--- src/rtl/frame_dispatch_if.sv ---
// Frame dispatch bus: frame intake and per-channel
// register transaction outputs.
interface frame_dispatch_if #(
  parameter int NUM_SW_INST = 5,
  parameter int W_WIDTH     = 8,
  parameter int FRAME_WIDTH = 32,
  parameter int FIFO_DEPTH  = 4
);
  logic                             frame_valid;
  logic                             frame_ready;
  logic [NUM_SW_INST-1:0]           load_in;
  logic [FRAME_WIDTH-1:0]           frame_in;
  logic [NUM_SW_INST-1:0]           sel_ack;
  logic [NUM_SW_INST-1:0]           sel_en;
  logic [7:0]                       addr;
  logic [W_WIDTH-1:0]               wr_data;
  logic                             wr_rd_s;
  logic [7:0]                       op_id;
  logic                             err_load;
  logic                             timeout;
  logic [$clog2(FIFO_DEPTH+1)-1:0]  fifo_level;

  modport master (
    output frame_valid, load_in, frame_in, sel_ack,
    input  frame_ready, sel_en, addr, wr_data,
    input  wr_rd_s, op_id, err_load, timeout,
    input  fifo_level
  );

  modport slave (
    input  frame_valid, load_in, frame_in, sel_ack,
    output frame_ready, sel_en, addr, wr_data,
    output wr_rd_s, op_id, err_load, timeout,
    output fifo_level
  );
endinterface

--- src/rtl/frame_dispatch_fifo.sv ---
// Buffers decoded frames and issues them one at a
// time as register transactions on a selected channel.
module frame_dispatch_fifo #(
  parameter int NUM_SW_INST = 5,
  parameter int W_WIDTH     = 8,
  parameter int ADDR_W      = 5,
  parameter int FRAME_WIDTH = 32,
  parameter int FIFO_DEPTH  = 4,
  parameter int TIMEOUT_CYC = 16
) (
  input logic clk,
  input logic rst,
  frame_dispatch_if.slave bus
);
  localparam int PW = $clog2(FIFO_DEPTH);
  localparam int LW = $clog2(FIFO_DEPTH+1);
  localparam int CW = (TIMEOUT_CYC > 0) ?
                      $clog2(TIMEOUT_CYC+1) : 1;
  localparam int N  = NUM_SW_INST;

  typedef struct packed {
    logic [N-1:0]       sel;
    logic [7:0]         addr;
    logic [W_WIDTH-1:0] data;
    logic               wr;
    logic [7:0]         id;
  } entry_t;

  typedef enum logic {IDLE, BUSY} state_t;

  entry_t          mem [FIFO_DEPTH];
  entry_t          din;
  entry_t          head;
  logic [PW-1:0]   wr_ptr;
  logic [PW-1:0]   rd_ptr;
  logic [LW-1:0]   level;
  logic [CW-1:0]   cnt;
  state_t          state;
  state_t          next_state;

  logic            full;
  logic            empty;
  logic            one_hot;
  logic            accept;
  logic            push;
  logic            pop;
  logic            hit;
  logic            expire;
  logic            done;
  logic            unused_frame;

  logic [N-1:0]       sel_q;
  logic [7:0]         addr_q;
  logic [W_WIDTH-1:0] data_q;
  logic               wr_q;
  logic [7:0]         id_q;
  logic               err_q;
  logic               to_q;

  assign full   = (level == LW'(FIFO_DEPTH));
  assign empty  = (level == '0);
  assign one_hot = (bus.load_in != '0) &&
    ((bus.load_in & (bus.load_in - N'(1))) == '0);
  assign accept = bus.frame_valid && bus.frame_ready;
  assign push   = accept && one_hot;
  assign head   = mem[rd_ptr];
  assign hit    = |(bus.sel_ack & sel_q);

  // Upper frame bits carry nothing for this block.
  assign unused_frame = ^bus.frame_in;

  assign bus.frame_ready = !rst && !full;
  assign bus.sel_en      = sel_q;
  assign bus.addr        = addr_q;
  assign bus.wr_data     = data_q;
  assign bus.wr_rd_s     = wr_q;
  assign bus.op_id       = id_q;
  assign bus.err_load    = err_q;
  assign bus.timeout     = to_q;
  assign bus.fifo_level  = level;

  // Decode the incoming frame into a buffer entry.
  always_comb begin
    din      = '0;
    din.sel  = bus.load_in;
    din.id   = bus.frame_in[7:0];
    din.data = bus.frame_in[8 +: W_WIDTH];
    din.wr   = bus.frame_in[8+W_WIDTH];
    din.addr = 8'(bus.frame_in[9+W_WIDTH +: ADDR_W]);
  end

  // Next state: pop when idle or when the active
  // transaction completes by ack or timeout.
  always_comb begin
    next_state = state;
    pop        = 1'b0;
    expire     = 1'b0;
    done       = 1'b0;
    unique case (state)
      IDLE: begin
        if (!empty) begin
          pop        = 1'b1;
          next_state = BUSY;
        end
      end
      BUSY: begin
        expire = (TIMEOUT_CYC > 0) && !hit &&
                 (cnt == CW'(TIMEOUT_CYC-1));
        done   = hit || expire;
        if (done) begin
          if (!empty) pop = 1'b1;
          else next_state = IDLE;
        end
      end
      default: next_state = IDLE;
    endcase
  end

  // Buffer storage; pointers qualify its contents.
  always_ff @(posedge clk) begin
    if (push) mem[wr_ptr] <= din;
  end

  // Pointers and occupancy.
  always_ff @(posedge clk) begin
    if (rst) begin
      wr_ptr <= '0;
      rd_ptr <= '0;
      level  <= '0;
    end else begin
      if (push) wr_ptr <= wr_ptr + PW'(1);
      if (pop)  rd_ptr <= rd_ptr + PW'(1);
      level <= level + LW'(push) - LW'(pop);
    end
  end

  // FSM state, transaction outputs, wait counter
  // and status pulses.
  always_ff @(posedge clk) begin
    if (rst) begin
      state  <= IDLE;
      sel_q  <= '0;
      addr_q <= '0;
      data_q <= '0;
      wr_q   <= 1'b0;
      id_q   <= '0;
      cnt    <= '0;
      err_q  <= 1'b0;
      to_q   <= 1'b0;
    end else begin
      state <= next_state;
      err_q <= accept && !one_hot;
      to_q  <= expire;
      if (pop) begin
        sel_q  <= head.sel;
        addr_q <= head.addr;
        data_q <= head.data;
        wr_q   <= head.wr;
        id_q   <= head.id;
        cnt    <= '0;
      end else if (done) begin
        sel_q <= '0;
        cnt   <= '0;
      end else if (state == BUSY) begin
        cnt <= cnt + CW'(1);
      end
    end
  end
endmodule

--- src/flat_wrapper.sv ---
// flat-port wrapper written by rule: the top's interface ports become plain ports
module frame_dispatch_fifo_flat 
#(
  parameter int NUM_SW_INST = 5,
  parameter int W_WIDTH     = 8,
  parameter int ADDR_W      = 5,
  parameter int FRAME_WIDTH = 32,
  parameter int FIFO_DEPTH  = 4,
  parameter int TIMEOUT_CYC = 16
)
  (clk, rst, bus_frame_valid, bus_load_in, bus_frame_in, bus_sel_ack, bus_frame_ready, bus_sel_en, bus_addr, bus_wr_data, bus_wr_rd_s, bus_op_id, bus_err_load, bus_timeout, bus_fifo_level);
  frame_dispatch_if #(.NUM_SW_INST(NUM_SW_INST), .W_WIDTH(W_WIDTH), .FRAME_WIDTH(FRAME_WIDTH), .FIFO_DEPTH(FIFO_DEPTH)) bus_i ();
  input logic clk;
  input logic rst;
  input wire logic [$bits(bus_i.frame_valid)-1:0] bus_frame_valid;
  input wire logic [$bits(bus_i.load_in)-1:0] bus_load_in;
  input wire logic [$bits(bus_i.frame_in)-1:0] bus_frame_in;
  input wire logic [$bits(bus_i.sel_ack)-1:0] bus_sel_ack;
  output wire logic [$bits(bus_i.frame_ready)-1:0] bus_frame_ready;
  output wire logic [$bits(bus_i.sel_en)-1:0] bus_sel_en;
  output wire logic [$bits(bus_i.addr)-1:0] bus_addr;
  output wire logic [$bits(bus_i.wr_data)-1:0] bus_wr_data;
  output wire logic [$bits(bus_i.wr_rd_s)-1:0] bus_wr_rd_s;
  output wire logic [$bits(bus_i.op_id)-1:0] bus_op_id;
  output wire logic [$bits(bus_i.err_load)-1:0] bus_err_load;
  output wire logic [$bits(bus_i.timeout)-1:0] bus_timeout;
  output wire logic [$bits(bus_i.fifo_level)-1:0] bus_fifo_level;
  assign bus_i.frame_valid = bus_frame_valid;
  assign bus_i.load_in = bus_load_in;
  assign bus_i.frame_in = bus_frame_in;
  assign bus_i.sel_ack = bus_sel_ack;
  assign bus_frame_ready = bus_i.frame_ready;
  assign bus_sel_en = bus_i.sel_en;
  assign bus_addr = bus_i.addr;
  assign bus_wr_data = bus_i.wr_data;
  assign bus_wr_rd_s = bus_i.wr_rd_s;
  assign bus_op_id = bus_i.op_id;
  assign bus_err_load = bus_i.err_load;
  assign bus_timeout = bus_i.timeout;
  assign bus_fifo_level = bus_i.fifo_level;
  frame_dispatch_fifo #(.NUM_SW_INST(NUM_SW_INST), .W_WIDTH(W_WIDTH), .ADDR_W(ADDR_W), .FRAME_WIDTH(FRAME_WIDTH), .FIFO_DEPTH(FIFO_DEPTH), .TIMEOUT_CYC(TIMEOUT_CYC)) u_core (.clk(clk), .rst(rst), .bus(bus_i));
endmodule
--- config.mk ---
export PLATFORM = sky130hd
export DESIGN_NAME = frame_dispatch_fifo_flat
export DESIGN_NICKNAME = d
export VERILOG_FILES = /design/src/rtl/frame_dispatch_if.sv /design/src/rtl/frame_dispatch_fifo.sv /design/src/flat_wrapper.sv
export SDC_FILE = /design/constraint.sdc
export NUM_CORES = 1
export LEC_CHECK = 0
export ABC_CLOCK_PERIOD_IN_PS = 5300
export CORE_ASPECT_RATIO = 1.25
export CORE_MARGIN = 2
export CORE_UTILIZATION = 55
export DETAILED_ROUTE_END_ITERATION = 7
export PLACE_DENSITY = 0.8
export SYNTH_ARGS = -nofsm -noshare
export SYNTH_HDL_FRONTEND = slang
export SYNTH_SLANG_ARGS = --single-unit
--- constraint.sdc ---
create_clock -name clk -period 5.3 [get_ports clk]
set_clock_uncertainty 0.15 [all_clocks]
set_input_delay 0.53 -clock clk [delete_from_list [all_inputs] [get_ports clk]]
set_output_delay 0.53 -clock clk [all_outputs]
set_load 0.005 [all_outputs]
==> report_table.html <==
<table>
<tr><th>Metric</th><th>Value</th></tr>
<tr><th colspan="2">Synthesis</th></tr>
<tr><td>Leading area contributor after synthesis</td><td>sky130_fd_sc_hd__edfxtp_1</td></tr>
<tr><td>Cells taking the most area after synthesis</td><td>sky130_fd_sc_hd__edfxtp_1 (56%), sky130_fd_sc_hd__dfxtp_1 (15%), sky130_fd_sc_hd__mux4_2 (11%)</td></tr>
<tr><td>Ys Warns</td><td>0</td></tr>
<tr><td>Share of synthesized flip-flops with an asynchronous set or reset</td><td>0%</td></tr>
<tr><td>Area share of the largest cell type after synthesis</td><td>56.5%</td></tr>
<tr><td>Top_reg_cell synth</td><td>sky130_fd_sc_hd__edfxtp_1</td></tr>
<tr><td>Number of distinct library cell variants in the gate-level netlist after synthesis</td><td>37</td></tr>
<tr><td>Number of enable-type register cells in the synthesized netlist</td><td>108</td></tr>
<tr><td>Average cell area after synthesis</td><td>16.2 sq um</td></tr>
<tr><td>Mapped cell area</td><td>5740 sq um</td></tr>
<tr><td>Sequential fraction of the synthesis area</td><td>71.8%</td></tr>
<tr><td>Post-Synthesis Cells</td><td>354</td></tr>
<tr><td>Number of storage elements in the synthesis netlist</td><td>152</td></tr>
<tr><th colspan="2">STA</th></tr>
<tr><td>Fmax</td><td>325 MHz</td></tr>
<tr><td>Worst slew pin tran</td><td>988 ps</td></tr>
<tr><td>Final period util</td><td>58.0%</td></tr>
<tr><td>Final period demand of the worst path</td><td>3080 ps</td></tr>
<tr><td>RSZ-0062 raised after global routing</td><td>false</td></tr>
<tr><td>Final-report hold violation count</td><td>0</td></tr>
<tr><td>Total negative setup slack</td><td>0 ps</td></tr>
<tr><td>Fin. max-slew vios</td><td>0</td></tr>
<tr><td>Setup violation total in the final timing report</td><td>0</td></tr>
<tr><td>Relative max-transition margin</td><td>34.1%</td></tr>
<tr><th colspan="2">Detailed routing</th></tr>
<tr><td>Detailed-route wire length per cell</td><td>19.4 microns</td></tr>
<tr><td>Number of nets with antenna violations after detailed routing</td><td>0</td></tr>
<tr><td>Final Routed Wirelength</td><td>11100 microns</td></tr>
<tr><td>Vias/cell</td><td>5.68</td></tr>
<tr><td>Number of DRC violations after detailed routing</td><td>0</td></tr>
<tr><td>Vias</td><td>3249</td></tr>
<tr><td>Number of iterations in the first detailed-routing pass</td><td>5</td></tr>
<tr><td>Initial DRC count</td><td>245</td></tr>
<tr><th colspan="2">Worst setup path</th></tr>
<tr><td>Worst reg-to-reg setup slack</td><td>2220 ps</td></tr>
<tr><td>Dominant cell type by count on the critical path</td><td>sky130_fd_sc_hd__ha_1</td></tr>
<tr><td>CP endpoint kind</td><td>register</td></tr>
<tr><td>Data arrival time of the worst path</td><td>3220 ps</td></tr>
<tr><td>Length in cells of the worst reg-to-reg path</td><td>13</td></tr>
<tr><td>Critical Path Slowest Stage Cell</td><td>sky130_fd_sc_hd__fa_1</td></tr>
<tr><td>First element of the critical path</td><td>u_core.cnt[0]</td></tr>
<tr><td>Reg2Reg Capture Point</td><td>u_core.bus.fifo_level[2]</td></tr>
<tr><td>Ordered cell list for the critical path</td><td>ha_1, and3_1, ha_1, inv_1, a41o_1, inv_2, ha_1, inv_1, ha_1, fa_1, xnor2_1, xnor2_1, nor2_1</td></tr>
<tr><td>Crit start category</td><td>register</td></tr>
<tr><td>Endpoint required time on the critical path</td><td>5440 ps</td></tr>
<tr><td>Crit path largest cell delay</td><td>380 ps</td></tr>
<tr><td>R2r startpoint</td><td>u_core.cnt[0]</td></tr>
<tr><td>Category of the most critical setup path</td><td>register to register</td></tr>
<tr><td>Critical Path Fanout Max</td><td>26</td></tr>
<tr><td>Termination of the worst setup path</td><td>u_core.bus.fifo_level[2]</td></tr>
<tr><th colspan="2">Floorplanning</th></tr>
<tr><td>Initial core utilization</td><td>56.8%</td></tr>
<tr><td>Standard cell core area</td><td>10100 sq um</td></tr>
<tr><td>Die Span X</td><td>95.4 microns</td></tr>
<tr><td>Overall die area</td><td>11300 sq um</td></tr>
<tr><td>Row count</td><td>41</td></tr>
<tr><td>Number of top-level design ports</td><td>81</td></tr>
<tr><td>Chip height</td><td>118 microns</td></tr>
<tr><th colspan="2">Layout</th></tr>
<tr><td>Proportion of layout cells with a drive suffix above 1</td><td>15.3%</td></tr>
<tr><td>Final cell count without fillers</td><td>572</td></tr>
<tr><td>Most frequent cells in the layout</td><td>sky130_fd_sc_hd__edfxtp_1 (108), sky130_fd_sc_hd__clkdlybuf4s50_1 (67), sky130_fd_sc_hd__nand2_1 (48)</td></tr>
<tr><td>Final core utilization</td><td>70.3%</td></tr>
<tr><td>Final Cell Area</td><td>7110 sq um</td></tr>
<tr><td>Leading cell type in the layout, fill and taps excluded</td><td>sky130_fd_sc_hd__edfxtp_1</td></tr>
<tr><td>Growth of design area from synthesis to finish</td><td>23.8%</td></tr>
<tr><td>Antenna diode instance count</td><td>0</td></tr>
<tr><td>NumNets Final</td><td>484</td></tr>
<tr><th colspan="2">Placement</th></tr>
<tr><td>Hpwl dp</td><td>6450 microns</td></tr>
<tr><td>Post-Place Cells</td><td>540</td></tr>
<tr><td>RD Place Congestion</td><td>0.727</td></tr>
<tr><td>IO Port Bufs</td><td>67</td></tr>
<tr><td>Placed cell areas</td><td>6510 sq um</td></tr>
<tr><th colspan="2">CTS</th></tr>
<tr><td>Total CTS buffers</td><td>17</td></tr>
<tr><td>Cell at the root of the clock tree</td><td>sky130_fd_sc_hd__clkbuf_16</td></tr>
<tr><td>Hold_buf cts</td><td>0</td></tr>
<tr><td>Postcts setup bufs</td><td>0</td></tr>
<tr><td>Insertion delay of the later-clocked pin in the worst-skew pair</td><td>420 ps</td></tr>
<tr><td>Max Root-Sink Buffers</td><td>2</td></tr>
<tr><td>H-tree Lvls</td><td>4</td></tr>
<tr><td>Count of clock tree sinks</td><td>152</td></tr>
<tr><td>Clock transition at path regs</td><td>60 ps</td></tr>
<tr><td>Resize count post-CTS</td><td>0</td></tr>
<tr><td>TritonCTS clock tree</td><td>yes</td></tr>
<tr><th colspan="2">Global routing</th></tr>
<tr><td>Total global routing overflow</td><td>0</td></tr>
<tr><td>Via count of the first global-routing pass</td><td>3366</td></tr>
<tr><td>First-pass GRT wire length</td><td>17300 microns</td></tr>
<tr><td>Maximum number of pins on one net before global-route repair</td><td>40</td></tr>
<tr><td>GRT Util Overall</td><td>21.4%</td></tr>
<tr><td>Antenna violations before repair</td><td>0</td></tr>
<tr><th colspan="2">Power</th></tr>
<tr><td>NetSw</td><td>0.975 mW</td></tr>
<tr><td>Combinational fraction of design power</td><td>23.5%</td></tr>
<tr><td>Power density over the cells</td><td>504 nW/um^2</td></tr>
<tr><td>Switching share of power</td><td>27.2%</td></tr>
<tr><td>Clock share of power</td><td>33.3%</td></tr>
<tr><td>Internal Power</td><td>2.60 mW</td></tr>
<tr><td>Leakage Power</td><td>2.42 nW</td></tr>
<tr><td>Share of power burned in registers</td><td>43.2%</td></tr>
<tr><td>Peak supply drop</td><td>0.283 mV</td></tr>
<tr><th colspan="2">Worst hold path</th></tr>
<tr><td>Hold WC Path Type</td><td>register to register</td></tr>
<tr><th colspan="2">Status</th></tr>
<tr><td>Result of the run</td><td>completed</td></tr>
<tr><th colspan="2">Run</th></tr>
<tr><td>Max-capacitance violation count</td><td>0</td></tr>
</table>
-- flip-flops by register name, summed over array words and instances, names as in the netlist, named ones only --
name,cells
u_core.bus.addr,5
u_core.bus.err_load,1
u_core.bus.fifo_level,3
u_core.bus.op_id,8
u_core.bus.sel_en,5
u_core.bus.timeout,1
u_core.bus.wr_data,8
u_core.bus.wr_rd_s,1
u_core.cnt,5
u_core.mem,108
u_core.rd_ptr,2
u_core.state,1
u_core.wr_ptr,2
-- synthesized netlist by cell type (all sizes together), types with 2 or more instances --
cell / number
dfxtp: 44
nor2: 13
edfxtp: 108
xor2: 3
nand4: 2
o21ai: 2
and2: 4
mux4: 27
clkbuf: 6
ha: 8
nand2: 48
mux2i: 2
inv: 11
xnor2: 3
a22oi: 5
nor3: 4
a21oi: 28
nand2b: 2
nor2b: 5
a41o: 2
buf: 13
a22o: 3
-- worst max-delay path, delay by kind of cell (launching register included) --
| family | cells | cell delay (ps) |
|---|---|---|
| AND/OR/NAND/NOR | 2 | 230 |
| flip-flops | 1 | 340 |
| buffers and inverters | 3 | 370 |
| XOR/XNOR | 2 | 340 |
| AO/OA/AOI/OAI | 1 | 210 |
| adder cells (fa/ha/maj) | 5 | 1310 |
-- cells by family after synthesis --
kind of cell	share of synthesized area (%)
buf+inv	2.90
other cells	0.0653
fa+ha+maj	2.09
flops	71.8
compound gates	4.75
mux	11.1
xor+xnor	0.916
simple gates	6.30
-- metal layers --
metal  track usage, %  part of all wire [%]  wire (microns)  up-vias
li1                 -                     -               -     1470
met1             23.7                    37            4110     1664
met2             38.5                    56            6180      101
met4             8.04                   1.6             179        0
met3             5.80                   5.8             645       14
met5                0                     0               0        -
-- worst min-delay path by stage --
stage / to / slack [ps] / from / cells after the start
after global routing: u_core.bus.addr[1] / 320 / u_core.bus.addr[1] / 2
after CTS: u_core.bus.addr[0] / 310 / u_core.bus.addr[0] / 2
after detailed placement: u_core.bus.wr_data[6] / 300 / u_core.bus.wr_data[6] / 2
final: u_core.bus.addr[0] / 300 / u_core.bus.addr[0] / 2
after floorplan: u_core.bus.addr[0] / 300 / u_core.bus.addr[0] / 2
after global placement: u_core.bus.addr[0] / 290 / u_core.bus.addr[0] / 2
-- final cells by class --
type	instances	area [sq um]
flip-flops and latches	152	4130
clock inverters	7	61.3
repair buffers	74	723
inverters	11	41.3
well taps	129	161
fillers	661	3000
clock buffers	25	538
multi-input cells	174	1460
-- metrics by stage --
stage / hold WS, ps / setup WS, ps / power (mW)
floorplan: 303 / 2440 / 2.09
finish: 301 / 2220 / 3.58
global placement: 292 / 1950 / 2.38
detailed placement: 296 / 1850 / 2.42
CTS: 308 / 2180 / 3.62
global route: 322 / 2020 / 3.76
-- power groups by stage --
stage / Sequential, mW / Clock [mW] / Combinational [mW]
floorplan: 1.49 / 0 / 0.602
global placement: 1.56 / 0 / 0.818
detailed placement: 1.57 / 0 / 0.844
CTS: 1.55 / 1.21 / 0.858
global route: 1.57 / 1.26 / 0.922
finish: 1.55 / 1.19 / 0.843
(Power assumes the default switching activity.)
